==> config.mk <==
export PLATFORM = sky130hd
export DESIGN_NAME = pipe_ctrl
export DESIGN_NICKNAME = d
export VERILOG_FILES = /design/src/rtl/pipe_ctrl.sv
export SDC_FILE = /design/constraint.sdc
export NUM_CORES = 1
export LEC_CHECK = 0
export BUFFER_PORTS_ARGS = -buffer_cell sky130_fd_sc_hd__buf_4
export CAP_MARGIN = 10
export CORE_MARGIN = 2
export CORE_UTILIZATION = 48
export CTS_CLUSTER_DIAMETER = 50
export CTS_CLUSTER_SIZE = 25
export DETAILED_ROUTE_END_ITERATION = 8
export PLACE_DENSITY = 0.83
export SLEW_MARGIN = 20
export SYNTH_ARGS = -nofsm -noshare
export SYNTH_HDL_FRONTEND = slang
export SYNTH_SLANG_ARGS = --single-unit
==> constraint.sdc <==
create_clock -name clk -period 2.5 [get_ports clk]
set_clock_uncertainty 0.15 [all_clocks]
set_input_delay 0.625 -clock clk [delete_from_list [all_inputs] [get_ports clk]]
set_output_delay 0.625 -clock clk [all_outputs]
set_load 0.005 [all_outputs]
==> src/rtl/pipe_ctrl.sv <==
// pipe_ctrl: central sequencer for the 5-stage MIPS pipeline.
//   - Merges IF/ID/EX/MEM stall requests into a per-stage stall vector (combinational).
//   - Arbitrates PC redirects (branch, pending branch, exception, ERET) into one
//     registered load/target pair.
//   - Runs a bus-wait watchdog that turns runaway memory stalls into an exception.
// Ports:
//   clk, rst (async, active-low)
//   stallreq_if/id/ex/mem   stall requests from each stage
//   branch_flag_i/target_i  taken branch from ID
//   except_valid_i, eret_i, epc_i  MEM-stage exception/ERET commit and CP0 EPC
//   stall_o[5:0] ([0]=PC .. [5]=WB), bbl_o (= stall_o[0])
//   flush_o, pc_load_o, pc_target_o, timeout_o  registered control outputs
//   state_o  RUN=0, STALL=1, FLUSH=2
module pipe_ctrl #(
  parameter logic [31:0] EXC_VECTOR   = 32'h00000020,
  parameter int unsigned FLUSH_CYCLES = 1,
  parameter int unsigned TIMEOUT      = 255
) (
  input  logic        clk,
  input  logic        rst,
  input  logic        stallreq_if,
  input  logic        stallreq_id,
  input  logic        stallreq_ex,
  input  logic        stallreq_mem,
  input  logic        branch_flag_i,
  input  logic [31:0] branch_target_i,
  input  logic        except_valid_i,
  input  logic        eret_i,
  input  logic [31:0] epc_i,
  output logic [5:0]  stall_o,
  output logic        bbl_o,
  output logic        flush_o,
  output logic        pc_load_o,
  output logic [31:0] pc_target_o,
  output logic        timeout_o,
  output logic [1:0]  state_o
);

  typedef enum logic [1:0] {StRun = 2'd0, StStall = 2'd1, StFlush = 2'd2} state_e;

  localparam logic [2:0] FcntInit = 3'(FLUSH_CYCLES - 1);
  localparam logic [7:0] WdLast   = 8'(TIMEOUT - 1);

  state_e      r_state, w_state_next;
  logic [2:0]  r_fcnt, w_fcnt_next;
  logic [7:0]  r_wd_cnt, w_wd_cnt_next;
  logic        r_pend, w_pend_next;
  logic [31:0] r_pend_tgt, w_pend_tgt_next;
  logic        r_flush, w_flush_next;
  logic        r_pc_load, w_pc_load_next;
  logic [31:0] r_pc_target, w_pc_target_next;
  logic        r_timeout, w_timeout_next;

  logic        w_in_flush, w_any_req, w_bus_wait, w_wd_fire, w_exc;
  logic [5:0]  w_stall;

  assign w_in_flush = (r_state == StFlush);
  assign w_any_req  = stallreq_if | stallreq_id | stallreq_ex | stallreq_mem;
  assign w_bus_wait = stallreq_if | stallreq_mem;
  // Fires on the edge where the count would reach TIMEOUT.
  assign w_wd_fire  = !w_in_flush && w_bus_wait && (r_wd_cnt == WdLast);
  assign w_exc      = !w_in_flush && (except_valid_i || w_wd_fire);

  always_comb begin
    w_stall = 6'b000000;
    if (!w_in_flush) begin
      if (stallreq_mem)     w_stall = 6'b011111;
      else if (stallreq_ex) w_stall = 6'b001111;
      else if (stallreq_id) w_stall = 6'b000111;
      else if (stallreq_if) w_stall = 6'b000011;
    end
  end

  always_comb begin
    w_state_next     = r_state;
    w_fcnt_next      = r_fcnt;
    w_pend_next      = r_pend;
    w_pend_tgt_next  = r_pend_tgt;
    w_pc_load_next   = 1'b0;
    w_pc_target_next = r_pc_target;
    w_timeout_next   = 1'b0;
    w_wd_cnt_next    = r_wd_cnt;

    unique case (r_state)
      StRun, StStall: begin
        if (w_exc) begin
          w_state_next = StFlush;
          w_fcnt_next  = FcntInit;
        end else if (w_any_req) begin
          w_state_next = StStall;
        end else begin
          w_state_next = StRun;
        end
      end
      StFlush: begin
        if (r_fcnt == 3'd0) w_state_next = StRun;
        else                w_fcnt_next  = r_fcnt - 3'd1;
      end
      default: w_state_next = StRun;
    endcase

    // Exception wins over any branch; branches arriving during FLUSH are flushed junk.
    if (w_exc) begin
      w_pc_load_next   = 1'b1;
      w_pc_target_next = (except_valid_i && eret_i) ? epc_i : EXC_VECTOR;
      w_pend_next      = 1'b0;
      w_timeout_next   = w_wd_fire;
    end else if (!w_in_flush) begin
      if (branch_flag_i) begin
        if (w_stall[0]) begin
          w_pend_next     = 1'b1;
          w_pend_tgt_next = branch_target_i;
        end else begin
          w_pc_load_next   = 1'b1;
          w_pc_target_next = branch_target_i;
          w_pend_next      = 1'b0;
        end
      end else if (r_pend && !w_stall[0]) begin
        w_pc_load_next   = 1'b1;
        w_pc_target_next = r_pend_tgt;
        w_pend_next      = 1'b0;
      end
    end

    if (w_exc || w_in_flush || !w_bus_wait) w_wd_cnt_next = 8'd0;
    else if (r_wd_cnt != 8'hFF)             w_wd_cnt_next = r_wd_cnt + 8'd1;

    w_flush_next = (w_state_next == StFlush);
  end

  always_ff @(posedge clk or negedge rst) begin
    if (!rst) begin
      r_state     <= StRun;
      r_fcnt      <= 3'd0;
      r_wd_cnt    <= 8'd0;
      r_pend      <= 1'b0;
      r_pend_tgt  <= 32'd0;
      r_flush     <= 1'b0;
      r_pc_load   <= 1'b0;
      r_pc_target <= 32'd0;
      r_timeout   <= 1'b0;
    end else begin
      r_state     <= w_state_next;
      r_fcnt      <= w_fcnt_next;
      r_wd_cnt    <= w_wd_cnt_next;
      r_pend      <= w_pend_next;
      r_pend_tgt  <= w_pend_tgt_next;
      r_flush     <= w_flush_next;
      r_pc_load   <= w_pc_load_next;
      r_pc_target <= w_pc_target_next;
      r_timeout   <= w_timeout_next;
    end
  end

  assign stall_o     = w_stall;
  assign bbl_o       = w_stall[0];
  assign flush_o     = r_flush;
  assign pc_load_o   = r_pc_load;
  assign pc_target_o = r_pc_target;
  assign timeout_o   = r_timeout;
  assign state_o     = r_state;

endmodule

==> qor.yml <==
run_status:
  status: "finished, final reports clean"
critical_path:
  critical_path.top_delay_family: "buffers and inverters"
  r2r_start: "r_wd_cnt[0]$_DFFE_PN0P_"
  r2r_end: "r_pend_tgt[1]$_DFFE_PN0P_"
  start_kind: "primary input"
  max_stage_delay_ps: 250
  path_max_fanout: 4
  worstPathCellList: "buf_4 -> buf_4 -> nor4_4 -> buf_4 -> nor2_1 -> buf_4"
  r2r_cells: 8
  slowest_stage: "nor4_4"
  critPathCaptureType: "output port"
  crit_required_ps: 1730
  crit_path_frequent_cell: "buf_4"
  r2r_slack_ps: 230
  path_class: "in2out"
  worstPathArrival_ps: 1530
  critical_path_buf_inv_count: 4
power:
  internal-power_mw: 3.86
  p_leak_nw: 2.60
  clkPwrFrac_pct: 18.6
  seqPwrFrac_pct: 39.5
  power_switching_mw: 1.63
  p_per_area_nw_per_um2: 994
  pwr-share-comb_pct: 41.8
  netSwitchingFraction_pct: 29.6
  worst_ir_drop_vdd_uv: 387
synthesis:
  synth-compound-area-share_pct: 10.7
  syn_area_um2: 4380
  synth_nets: 387
  syn_area_per_cell_um2: 14.1
  synth_edf_count: 0
  synthFlopType: "dfrtp_1"
  ys_seq_area_share_pct: 46.3
  yosys.area_share.simple_pct: 5.43
  synthAdderAreaFrac_pct: 1.14
  synth-xor-area-share_pct: 0.600
  synth.distinct_cells: 45
  ys_warn_count: 0
  synth_top_family_by_area: "multiplexers"
  netlist_instances: 310
  synth.mux.area_fraction_pct: 30.0
  synth-seq-cells: 81
  asyncSetResetFlopFracSynth_pct: 100
clock_tree:
  clk_path_buf_depth: 2
  tritoncts: "built"
  cts.sinks: 81
  htreeDepth: 3
  cts_hold_buf: 0
  clock_latency_ps: 350
  clk_pin_slew_worst_paths_ps: 100
  postCtsSetupRepairBufs: 0
  numCtsBuffers: 9
  cts_root_buf: "clkbuf_8"
  cts_resized: 0
floorplanning:
  io_pins: 117
  coreArea_um2: 8760
  rows: 34
  die_x_um: 99.5
  fp.dieH_um: 99.5
  start_util_pct: 50.0
  die_area_um2: 9900
route:
  maxUsedRoutingLayer: "met4"
  wl_met3_um: 462
  via_per_inst: 5.71
  firstDrtPassIters: 5
  vias: 3062
  drt_iter0_drc: 119
  dr_wl_met2_um: 5160
  drtAntennaViolNets: 0
  drcViolationCount: 0
  met1_length_um: 4240
  routedWlPerCell_um: 18.7
  totalWireLength_um: 10000
timing:
  tightest_slew_ps: 722
  layout_min_cycle_time_ps: 2300
  finalHoldViolCount: 0
  fmax_ghz: 0.434
  relSlewSlack_pct: 51.8
  setup_violations: 0
  finalCritPeriodShare_pct: 92.1
  slew_violations: 0
  rsz0062_at_grt: "no"
  fin_tns_setup_ps: 0
grt:
  grt_pass1_wl_um: 16300
  track_usage_pct: 20.9
  antenna_found_initial: 0
  gr-total-overflow: 0
  grt_max_degree: 48
  grt_pass1_vias: 3252
layout:
  ff_latch_area_um2: 2030
  nets: 500
  post-route-util_pct: 63.0
  drive_above_1_share_pct: 58.4
  multi_input_area_um2: 2100
  fillers: 662
  antenna_cells: 0
  area_delta_synth_final_pct: 26.2
job:
  cap_viol_max_count: 0
placed_design:
  hpwl_um: 6990
  port_buffers: 115
  gp_congestion: 0.813
min_path:
  hold_path.class: "in2async"
[power groups by stage]
stage               clock [mW]  sequential, mW  combinational [mW]
floorplan                    0            2.13                1.51
global placement             0            2.17                2.23
detailed placement           0            2.19                2.30
CTS                       1.06            2.17                2.32
global route              1.11            2.24                2.47
finish                    1.02            2.17                2.30
[cell usage in the layout, fill, tap and decap left out, drive strengths merged, types with 3 or more instances in the layout]
cell / n
a21oi: 5
a32o: 31
buf: 129
clkbuf: 10
dfrtp: 81
ha: 4
inv: 11
mux2: 95
nand2: 3
nand3: 3
nand4: 3
nor2: 11
o21ai: 5
[worst register-to-register path, delay by kind of cell, from the launching register on]
family / cells / cell delay, ps
DFF: 1 / 440
adders and majority gates: 1 / 200
and+or+nand+nor: 3 / 580
muxes: 1 / 400
buffers and inverters: 3 / 390
[registers in the layout (all words and copies together), names as in the netlist]
name         cells
pc_load_o        1
r_fcnt           3
flush_o          1
r_pend           1
r_wd_cnt         8
state_o          2
pc_target_o     32
timeout_o        1
r_pend_tgt      32
[stage by stage]
| stage | total power [mW] | instance area [µm²] | setup slack, ps | cells | hold WS, ps |
|---|---|---|---|---|---|
| 4_1_cts | 5.55 | 5520 | 181 | 536 | 124 |
| 3_3_place_gp | 4.40 | 5310 | 147 | 520 | 313 |
| 5_1_grt | 5.82 | 5520 | 131 | 536 | 150 |
| 3_5_place_dp | 4.49 | 5310 | 120 | 520 | 321 |
| 6_report | 5.49 | 5520 | 197 | 536 | 116 |
| 2_1_floorplan | 3.64 | 4380 | 158 | 310 | 179 |
[cells by family (layout without fill, tap and decap cells)]
kind of cell,Yosys count,count (layout)
multiplexers,97,97
flip-flops,81,81
AO/OA/AOI/OAI,53,53
AND/OR/NAND/NOR,36,36
buffers and inverters,35,153
adder cells (fa/ha/maj),4,4
XOR/XNOR,3,3
other,1,1
[how the worst max path moves through the flow]
| stage | startpoint | to | cells after the start |
|---|---|---|---|
| after global routing | stallreq_mem | stall_o[0] | 6 |
| after CTS | state_o[1]$_DFF_PN0_ | stall_o[4] | 3 |
| after detailed placement | stallreq_if | pc_target_o[1]$_DFFE_PN0P_ | 6 |
| final | stallreq_mem | stall_o[0] | 6 |
| after floorplan | branch_flag_i | pc_target_o[24]$_DFFE_PN0P_ | 5 |
| after global placement | stallreq_if | pc_target_o[3]$_DFFE_PN0P_ | 6 |
[metal layers]
layer / up-vias / track usage (%)
met3: 13 / 4.01
met1: 1558 / 26.5
met2: 104 / 35.4
li1: 1387 / -
met4: 0 / 7.90
met5: - / 0
[synthesized netlist by cell type, types with 2 or more instances]
cell type / instances / area [µm²]
nor4_4: 2 / 42.5
or2_2: 2 / 12.5
a211oi_1: 2 / 15.0
nand4_1: 2 / 12.5
xnor2_1: 2 / 17.5
buf_6: 5 / 56.3
clkbuf_1: 13 / 48.8
nor3_1: 2 / 10.0
nand3_1: 3 / 15.0
dfrtp_1: 81 / 2030
a32o_1: 31 / 310
o21ai_0: 4 / 20.0
mux2_4: 59 / 886
mux2i_1: 2 / 20.0
buf_4: 3 / 22.5
inv_1: 7 / 26.3
a21oi_1: 5 / 25.0
a31oi_1: 2 / 12.5
and3_1: 2 / 12.5
nor2_1: 11 / 41.3
buf_8: 6 / 90.1
mux2_2: 36 / 405
ha_1: 4 / 50.1
nand2_1: 3 / 11.3
[final cells by class]
cell class	instances	share of cell area, %
Multi-Input combinational cell	194	38.0
Timing Repair Buffer	129	18.4
Clock buffer	10	2.49
Clock inverter	6	1.31
Inverter	8	0.634
Sequential cell	81	36.7
Tap cell	108	2.45
Note: power is estimated with default switching activity, not from simulation.
